<file path="src/rtl/ci_fir_mac_if.sv">
// Nios II multi-cycle custom-instruction port bundle for ci_fir_mac.
//   clk_en  CI clock enable (state frozen when low)
//   start   CI start strobe
//   n       operation select
//   dataa   operand A (index or sample)
//   datab   operand B (coefficient value)
//   result  registered CI result
//   done    one-cycle completion pulse
// master: the Nios II core side; slave: the custom-instruction block.
interface ci_fir_mac_if;
  logic        clk_en;
  logic        start;
  logic [2:0]  n;
  logic [31:0] dataa;
  logic [31:0] datab;
  logic [31:0] result;
  logic        done;

  modport master (
    output clk_en, start, n, dataa, datab,
    input  result, done
  );

  modport slave (
    input  clk_en, start, n, dataa, datab,
    output result, done
  );
endinterface

</file>
<file path="src/rtl/ci_fir_mac.sv">
// Multi-cycle custom instruction: fixed-point FIR filter with on-chip coefficient
// and circular sample-history storage, one shared multiplier, one MAC per enabled cycle.
// Operations (ci.n): 0 write coef, 1 filter one sample, 2 read coef, 3 clear history,
// 4 read status {15'b0, sat, TAPS[15:0]} (clears sat), 5..7 no-op returning 0.
// Ports:
//   clk    clock
//   reset  synchronous, active-high reset
//   ci     custom-instruction slave port (clk_en, start, n, dataa, datab, result, done)
module ci_fir_mac #(
  parameter int unsigned TAPS      = 16,
  parameter int unsigned DATA_W    = 16,
  parameter int unsigned COEF_W    = 16,
  parameter int unsigned FRAC_BITS = 15,
  parameter int unsigned ACC_W     = 40
) (
  input logic         clk,
  input logic         reset,
  ci_fir_mac_if.slave ci
);

  localparam int unsigned IdxW  = (TAPS > 1) ? $clog2(TAPS) : 1;
  localparam int unsigned ProdW = DATA_W + COEF_W;

  localparam logic [IdxW-1:0] LastTap = IdxW'(TAPS - 1);
  localparam logic [15:0]     TapsW   = 16'(TAPS);

  // Saturation bounds of the DATA_W output, expressed at accumulator width.
  localparam logic signed [ACC_W-1:0] SatMax =
    {{(ACC_W - DATA_W + 1){1'b0}}, {(DATA_W - 1){1'b1}}};
  localparam logic signed [ACC_W-1:0] SatMin =
    {{(ACC_W - DATA_W + 1){1'b1}}, {(DATA_W - 1){1'b0}}};

  if (ACC_W < DATA_W + COEF_W + $clog2(TAPS)) begin : g_acc_w_check
    $error("ci_fir_mac: ACC_W too small for DATA_W+COEF_W+clog2(TAPS)");
  end
  if (TAPS < 2 || TAPS > 64) begin : g_taps_check
    $error("ci_fir_mac: TAPS must be in 2..64");
  end
  if (DATA_W > 32 || COEF_W > 32) begin : g_width_check
    $error("ci_fir_mac: DATA_W and COEF_W must be <= 32");
  end

  typedef enum logic [1:0] {StIdle, StMac, StFin} state_e;

  state_e                   state_q;
  logic signed [COEF_W-1:0] coef_q [TAPS];
  logic signed [DATA_W-1:0] hist_q [TAPS];
  logic [IdxW-1:0]          wp_q;
  logic [IdxW-1:0]          k_q;
  logic signed [ACC_W-1:0]  acc_q;
  logic                     sat_q;
  logic [31:0]              result_q;

  logic                     in_range;
  logic [IdxW-1:0]          idx;
  logic signed [COEF_W-1:0] coef_rd;
  logic signed [31:0]       coef_ext;
  logic [IdxW-1:0]          hist_idx;
  logic signed [ProdW-1:0]  prod;
  logic signed [ACC_W-1:0]  prod_ext;
  logic signed [ACC_W-1:0]  acc_sum;
  logic signed [ACC_W-1:0]  acc_shift;
  logic signed [ACC_W-1:0]  y_sat;
  logic signed [DATA_W-1:0] y_narrow;
  logic signed [31:0]       y_ext;
  logic                     clip;
  logic                     unused_datab;

  // Only the low COEF_W bits of datab carry a coefficient.
  assign unused_datab = ^ci.datab;

  always_comb begin
    // Full 32-bit compare so large indices alias to nothing rather than wrapping.
    in_range = (ci.dataa < TAPS);
    idx      = ci.dataa[IdxW-1:0];
    coef_rd  = in_range ? coef_q[idx] : '0;
    coef_ext = coef_rd;

    // Tap k pairs with the sample k steps older than the newest one at wp.
    if (wp_q >= k_q) begin
      hist_idx = wp_q - k_q;
    end else begin
      hist_idx = IdxW'(TAPS - 32'(k_q) + 32'(wp_q));
    end

    prod      = coef_q[k_q] * hist_q[hist_idx];
    prod_ext  = prod;
    acc_sum   = acc_q + prod_ext;
    acc_shift = acc_sum >>> FRAC_BITS;

    clip  = 1'b0;
    y_sat = acc_shift;
    if (acc_shift > SatMax) begin
      y_sat = SatMax;
      clip  = 1'b1;
    end else if (acc_shift < SatMin) begin
      y_sat = SatMin;
      clip  = 1'b1;
    end
    y_narrow = y_sat[DATA_W-1:0];
    y_ext    = y_narrow;
  end

  always_ff @(posedge clk) begin
    if (reset) begin
      state_q  <= StIdle;
      wp_q     <= '0;
      k_q      <= '0;
      acc_q    <= '0;
      sat_q    <= 1'b0;
      result_q <= '0;
      for (int i = 0; i < TAPS; i++) begin
        coef_q[i] <= '0;
        hist_q[i] <= '0;
      end
    end else if (ci.clk_en) begin
      unique case (state_q)
        StIdle: begin
          if (ci.start) begin
            state_q <= StFin;
            case (ci.n)
              3'd0: begin
                if (in_range) coef_q[idx] <= ci.datab[COEF_W-1:0];
                result_q <= '0;
              end
              3'd1: begin
                hist_q[wp_q] <= ci.dataa[DATA_W-1:0];
                acc_q        <= '0;
                k_q          <= '0;
                state_q      <= StMac;
              end
              3'd2: result_q <= coef_ext;
              3'd3: begin
                for (int i = 0; i < TAPS; i++) hist_q[i] <= '0;
                wp_q     <= '0;
                result_q <= '0;
              end
              3'd4: begin
                result_q <= {15'b0, sat_q, TapsW};
                sat_q    <= 1'b0;
              end
              default: result_q <= '0;
            endcase
          end
        end
        StMac: begin
          if (k_q == LastTap) begin
            result_q <= y_ext;
            if (clip) sat_q <= 1'b1;
            wp_q    <= (wp_q == LastTap) ? '0 : wp_q + IdxW'(1);
            state_q <= StFin;
          end else begin
            acc_q <= acc_sum;
            k_q   <= k_q + IdxW'(1);
          end
        end
        StFin:   state_q <= StIdle;
        default: state_q <= StIdle;
      endcase
    end
  end

  assign ci.result = result_q;
  // Completion is only signalled on an enabled cycle.
  assign ci.done   = (state_q == StFin) & ci.clk_en;

endmodule

</file>
<file path="src/flat_wrapper.sv">
// flat-port wrapper written by rule: the top's interface ports become plain ports
module ci_fir_mac_flat 
#(
  parameter int unsigned TAPS      = 16,
  parameter int unsigned DATA_W    = 16,
  parameter int unsigned COEF_W    = 16,
  parameter int unsigned FRAC_BITS = 15,
  parameter int unsigned ACC_W     = 40
)
  (clk, reset, ci_clk_en, ci_start, ci_n, ci_dataa, ci_datab, ci_result, ci_done);
  ci_fir_mac_if ci_i ();
  input logic clk;
  input logic reset;
  input wire logic [$bits(ci_i.clk_en)-1:0] ci_clk_en;
  input wire logic [$bits(ci_i.start)-1:0] ci_start;
  input wire logic [$bits(ci_i.n)-1:0] ci_n;
  input wire logic [$bits(ci_i.dataa)-1:0] ci_dataa;
  input wire logic [$bits(ci_i.datab)-1:0] ci_datab;
  output wire logic [$bits(ci_i.result)-1:0] ci_result;
  output wire logic [$bits(ci_i.done)-1:0] ci_done;
  assign ci_i.clk_en = ci_clk_en;
  assign ci_i.start = ci_start;
  assign ci_i.n = ci_n;
  assign ci_i.dataa = ci_dataa;
  assign ci_i.datab = ci_datab;
  assign ci_result = ci_i.result;
  assign ci_done = ci_i.done;
  ci_fir_mac #(.TAPS(TAPS), .DATA_W(DATA_W), .COEF_W(COEF_W), .FRAC_BITS(FRAC_BITS), .ACC_W(ACC_W)) u_core (.clk(clk), .reset(reset), .ci(ci_i));
endmodule
</file>
<file path="config.mk">
export PLATFORM = sky130hd
export DESIGN_NAME = ci_fir_mac_flat
export DESIGN_NICKNAME = d
export VERILOG_FILES = /design/src/rtl/ci_fir_mac_if.sv /design/src/rtl/ci_fir_mac.sv /design/src/flat_wrapper.sv
export SDC_FILE = /design/constraint.sdc
export NUM_CORES = 2
export LEC_CHECK = 0
export BUFFER_PORTS_ARGS = -buffer_cell sky130_fd_sc_hd__buf_2
export CORE_ASPECT_RATIO = 1.75
export CORE_MARGIN = 5
export CORE_UTILIZATION = 40
export DETAILED_ROUTE_END_ITERATION = 16
export GPL_ROUTABILITY_DRIVEN = 0
export PLACE_DENSITY = 0.52
export RECOVER_POWER = 50
export SETUP_SLACK_MARGIN = 0.1
export SYNTH_ARGS = -nofsm -noshare
export SYNTH_HDL_FRONTEND = slang
export SYNTH_SLANG_ARGS = --single-unit
</file>
<file path="constraint.sdc">
create_clock -name clk -period 11.6 [get_ports clk]
set_clock_uncertainty 0.15 [all_clocks]
set_input_delay 1.74 -clock clk [delete_from_list [all_inputs] [get_ports clk]]
set_output_delay 1.74 -clock clk [all_outputs]
set_load 0.01 [all_outputs]
</file>
After elaboration in Yosys (flattened, before gate mapping)
Memories as Yosys holds them, arrays and structs flattened. A register that Yosys moved wholly into a read port is not among the register bits.
Index checks and enable logic that the tools add are counted.
W data, S select, Z words.

storage, ports and cells
  register bits = 83
  memory bits (writable) = 512
  output and inout bits = 33
  memories kept = 2

operators by class
  add/sub/neg operators = 6
  multipliers = 1
  order comparisons = 4
  equal/unequal tests = 16
  multiplexer cells = 77
  bitwise operators = 17
  reduce and logical (&&, ||, !) cells = 10

memory list
  memory         depth  width  rd ports  clocked after memory_dff  write ports  line              RTL
  u_core.coef_q  16     16     2         1                         16           ci_fir_mac.sv:46  logic signed [COEF_W-1:0] coef_q [TAPS];
  u_core.hist_q  16     16     1         0                         16           ci_fir_mac.sv:47  logic signed [DATA_W-1:0] hist_q [TAPS];

operators with widths
  cell                    count
  $mux W16                21
  $mux W40                3
  $pmux W32 S3            1
  $pmux W40 S2            1
  $mux W32                2
  $pmux W32 S2            1
  $mux W4                 12
  $add A40 B32 Y40        1
  $lt A32 B5 Y1 const B   1
  $mul A16 B16 Y32        1
  $reduce_or A16 Y1       2
  $mux W1                 29
  $gt A25 B16 Y1 const B  1
  $lt A25 B16 Y1 const B  1
  $or A1 B1 Y1            16
  $pmux W4 S2             2
  $reduce_and A5 Y1       3
  $ne A2 B2 Y1 const B    6
  $add A4 B1 Y4 const B   2
  $eq A4 B4 Y1 const B    2
  $eq A3 B2 Y1 const B    2
  $mux W2                 3
  $reduce_and A6 Y1       1
  $add A4 B4 Y4           1
  other kinds (15)        16

Longest topological paths before layout
An unclocked memory read counts as a cell.

  word-level depth = 12
  depth in mapped cells = 38
  gate-level depth less buffers = 33

Worst setup path after synthesis
No wires, ideal clock.

  path kind = reg2reg
  start point = register u_core.wp_q[0]
  end point = register u_core.result_q[12], in the netlist u_core.ci.result[12]
  library setup time = 0.133 ns
  arrival time = 9.534 ns
  setup slack = 1.783 ns
  stages on the path, launching flop included = 39
  buffers on the path = 6
  period minus slack after synthesis = 9.817 ns
  cell sequence = dfxtp_1 -> inv_1 -> ha_1 -> inv_1 -> fa_1 -> clkbuf_1 -> clkbuf_1 -> clkbuf_1 -> mux4_2 -> mux2i_1 -> nor2_1 -> a21oi_1 -> clkbuf_1 -> nand2b_1 -> fa_1 -> inv_1 -> fa_1 -> inv_1 -> (+3 left out) -> fa_1 -> inv_1 -> fa_1 -> inv_1 -> ha_1 -> clkbuf_1 -> a21oi_1 -> o21ai_0 -> nor3_1 -> o211ai_1 -> and3_1 -> o41ai_2 -> xor2_1 -> nand2_1 -> or4_1 -> a21oi_1 -> buf_2 -> a311oi_2

between the ends
  longest elaborated chain between the ends = 10
  elaborated cells on any way between the ends = 13

RTL lines
  element                                line               RTL
  from (decl)                            ci_fir_mac.sv:48   logic [IdxW-1:0] wp_q;
  from (signal assigned)                 ci_fir_mac.sv:150  wp_q <= (wp_q == LastTap) ? '0 : wp_q + IdxW'(1);
  $add A4 B4 Y4 (tied with other cells)  ci_fir_mac.sv:83   hist_idx = IdxW'(TAPS - 32'(k_q) + 32'(wp_q));
  $mux W4 *                              ci_fir_mac.sv:80   if (wp_q >= k_q) begin
  $mem_v2 Z16 W16 *                      -
  $mul A16 B16 Y32 *                     ci_fir_mac.sv:86   prod = coef_q[k_q] * hist_q[hist_idx];
  $add A40 B32 Y40 *                     ci_fir_mac.sv:88   acc_sum = acc_q + prod_ext;
  $lt A25 B16 Y1                         ci_fir_mac.sv:96   end else if (acc_shift < SatMin) begin
  $mux W16                               ci_fir_mac.sv:96
  $mux W16 *                             ci_fir_mac.sv:93   if (acc_shift > SatMax) begin
  $mux W32 *                             ci_fir_mac.sv:147  if (k_q == LastTap) begin
  $pmux W32 S2 *                         ci_fir_mac.sv:117  unique case (state_q)
  to (signal assigned)                   ci_fir_mac.sv:132  3'd2: result_q <= coef_ext;
  to (signal assigned)                   ci_fir_mac.sv:139  result_q <= {15'b0, sat_q, TapsW};
  to (signal assigned)                   ci_fir_mac.sv:148  result_q <= y_ext;
  to (decl)                              ci_fir_mac.sv:52   logic [31:0] result_q;

Every way passes the cells marked *; elsewhere a longest branch is shown, timed or not. The select of a mux whose other input is x is not followed.
A chain may end at the register's enable or synchronous reset.

Worst setup path in the final report
  start point = register u_core.wp_q[0]
  end point = register u_core.result_q[1], in the netlist u_core.ci.result[1]

The elaborated chain is that of the path after synthesis.

==> reports/metrics.yaml <==
critical_path:
  cp_common_cell: "inv_1"
  critical_path.top_delay_family: "adder cells"
  required_ps: 11760
  slowest_delay_ps: 1180
  cp-end-kind: "flop"
  worstSetupPathType: "reg -> reg"
  rr_endpoint: "u_core.ci.result[1]"
  crit_arrival_ps: 11120
  critical_path_depth: 34
  startpoint: "u_core.wp_q[0]"
  rrSetupSlack_ps: 640
  crit_path_start_kind: "flop"
  crit_fanout: 33
  worstSetupEndpoint: "u_core.ci.result[1]"
  worst-path-buf-inv: 10
  cp_slowest_cell: "fa_4"
  reg2regPathDepth: 34
  rr_startpoint: "u_core.wp_q[0]"
pwr:
  power.density_nw_per_um2: 186.9
  seqPwrFrac_pct: 28.6
  power.clock.fraction_pct: 21.9
  vdd_ir_drop_max_v: 0.0002533
  switching_share_pct: 41.53
  power_frac_comb_pct: 49.4
  p_leak_nw: 17.80
  power_mw: 8.339
  p_int_mw: 4.876
  power.switching_mw: 3.463
global_routing:
  overflow: 0
  grt_pass1_wl_mm: 181.9
  grtUsageTotal_pct: 22.46
  antenna_found_initial: 11
  grt_pass1_vias: 28460
  grt_max_degree: 77
routing:
  viasPerCell: 5.442
  postRouteAntennaNets: 0
  dr.pass1.iters: 5
  wirelength_mm: 121.7
  via_count: 25802
  wire_per_inst_um: 25.67
  drt_iter0_drc: 1793
  drc: 0
flow_run:
  maxCapViolCount: 3
place:
  io_buffers: 87
  dp_hpwl_mm: 88.22
synthesis:
  synth_area_um2: 40890
  ys_seq_area_share_pct: 41.12
  ys_ff_latch: 584
  synthCells: 3331
  ys.warnings.count: 0
  syn_nets: 3856
  synth_edf_count: 512
  yosysUniqueCellTypes: 66
  synthArstFlopShare_pct: 0
  avgSynthCellArea_um2: 12.28
  dominantRegCellSynth: "edfxtp_1"
timing:
  rsz0062_at_grt: "false"
  post-route-min-period_ps: 10960
  worstMarginPinSlew_ps: 4124
  finalHoldViolations: 0
  fin_crit_sh_pct: 94.51
  slew_headroom_pct: -174.9
  fin_setup_tns_ps: 0
  fmax_ghz: 0.09121
  finalSetupViolCount: 0
  slew_viol_final: 139
clock_network:
  clockRootBuffer: "clkbuf_16"
  post-cts-setup-buffers: 0
  cts_resized: 0
  clk_latency_ps: 650
  ctsHoldBuffers: 0
  clk_pin_slew_ps: 70
  cts_sinks: 584
  clockBufferDepth: 3
  cts_tree: "done"
  h-tree-depth: 2
  cts_buffers: 53
final_layout:
  layout-drive-gt1-share_pct: 13.95
  fillers: 9483
  final_net_count: 3887
  final_cell_mix: "edfxtp_1 (512), inv_1 (419), and2_1 (369)"
  mostFrequentLayoutCell: "edfxtp_1"
  syn_to_final_growth_pct: 9.115
hold_path:
  min_from: "u_core.acc_q[22]"
  hold_class: "reg -> reg"
floorplan:
  io_pins: 104
  core_area_um2: 101800
  die_h_um: 433.0
  dieArea_um2: 109000
  placementRows: 155
  initial_core_util_pct: 40.16
  dieWidth_um: 251.7
run_status:
  violations: "capacitance limit, slew limit"
  status: "finished, violations left"
-- routing by layer --
metal  wire length, um  up-vias  global-route usage, %
met5                61        -                      0
met4              6921        8                  9.972
met3              4705      272                  2.229
met1             40340    13414                  23.29
met2             69670      748                  44.85
li1                  -    11360                      -
-- sequential cells by signal, summed over array words and instances, names as in the netlist, named ones only --
| name | count |
|---|---|
| u_core.coef_q | 256 |
| u_core.hist_q | 256 |
| u_core.acc_q | 40 |
| u_core.ci.result | 17 |
| u_core.k_q | 4 |
| u_core.wp_q | 4 |
| u_core.state_q | 2 |
| u_core.sat_q | 1 |
-- worst min-delay path: stages (launching register included) --
cell,delay [ps]
dfxtp_1,340
a21oi_1,60
nor2_1,80
-- synth_stat cells (all sizes together), types with 3 or more instances --
library cell | number | area share, %
fa | 332 | 16
mux2i | 20 | 0.49
nor3 | 19 | 0.23
a211oi | 10 | 0.20
mux2 | 17 | 0.47
a31oi | 8 | 0.14
nor4 | 10 | 0.17
o2111ai | 3 | 0.064
nand2b | 45 | 0.69
clkbuf | 160 | 1.5
xnor2 | 31 | 0.66
nor2b | 77 | 1.2
or3 | 5 | 0.076
a21o | 10 | 0.18
nor2 | 186 | 1.7
a22oi | 32 | 0.59
a32oi | 3 | 0.064
o21bai | 8 | 0.15
xor2 | 9 | 0.19
nand3 | 18 | 0.22
dfxtp | 72 | 3.5
edfxtp | 512 | 38
and2 | 539 | 8.2
or2 | 22 | 0.34
o31ai | 4 | 0.073
mux4 | 220 | 12
and3 | 6 | 0.092
o41ai | 3 | 0.083
a21oi | 64 | 0.78
o21a | 14 | 0.26
nand2 | 159 | 1.5
ha | 122 | 3.7
nor3b | 3 | 0.055
o21ai | 54 | 0.66
and4 | 5 | 0.11
inv | 419 | 3.8
nand3b | 7 | 0.13
o31a | 4 | 0.086
nand4 | 18 | 0.28
a311oi | 12 | 0.27
buf | 47 | 0.60
o211ai | 6 | 0.12
-- kinds of logic (layout without fill, tap and decap cells) --
logic type	Yosys count	after routing	share of synthesized area, %
adders and majority gates	454	454	19.99
DFF	584	584	41.12
other	0	1	0
muxes	257	257	13.07
and+or+nand+nor	1121	1121	15.01
AOI/OAI and AO/OA	249	249	4.030
xor gates and xnor gates	40	40	0.8568
buffers and inverters	626	701	5.918
-- through the flow --
| step | setup WS (ps) | util, % | area [um2] | hold WS [ps] | instances |
|---|---|---|---|---|---|
| global route | 73.70 | 43.82 | 44620 | 385.2 | 4740 |
| CTS | 714.8 | 44.00 | 44800 | 357.2 | 4740 |
| global placement | 837.7 | 42.28 | 43050 | 329.0 | 4641 |
| detailed placement | 808.1 | 42.28 | 43050 | 342.6 | 4641 |
| floorplan | 1783 | - | 40890 | 302.1 | 3331 |
| finish | 636.7 | 43.82 | 44620 | 364.4 | 4741 |
-- area by class of cell --
class	instances	area [um2]	share of cell area (%)
diodes	1	2.502	0.005608
clock buffers	68	1413	3.166
clock inverters	31	339.1	0.7599
inverters	419	1573	3.525
multi-input cells	2121	21740	48.71
flip-flops and latches	584	16820	37.70
well taps	1334	1669	3.741
repair buffers	183	1066	2.389
-- worst min-delay path by stage --
| stage | to | slack, ps | depth (start not counted) |
|---|---|---|---|
| detailed placement | u_core.acc_q[24] | 340 | 2 |
| CTS | u_core.sat_q | 360 | 2 |
| global placement | u_core.acc_q[22] | 330 | 2 |
| global route | u_core.acc_q[24] | 390 | 2 |
| floorplan | u_core.ci.result[16] | 300 | 2 |
| finish | u_core.acc_q[22] | 360 | 2 |
-- power by group through the flow --
stage	clock, mW	sequential, mW	combinational, mW
after global routing	1.94	2.39	4.62
after global placement	0	2.42	4.10
after CTS	1.86	2.39	4.17
after detailed placement	0	2.43	4.13
after floorplan	0	2.42	2.90
final	1.83	2.39	4.12
Note: power is estimated with default switching activity, not from simulation.
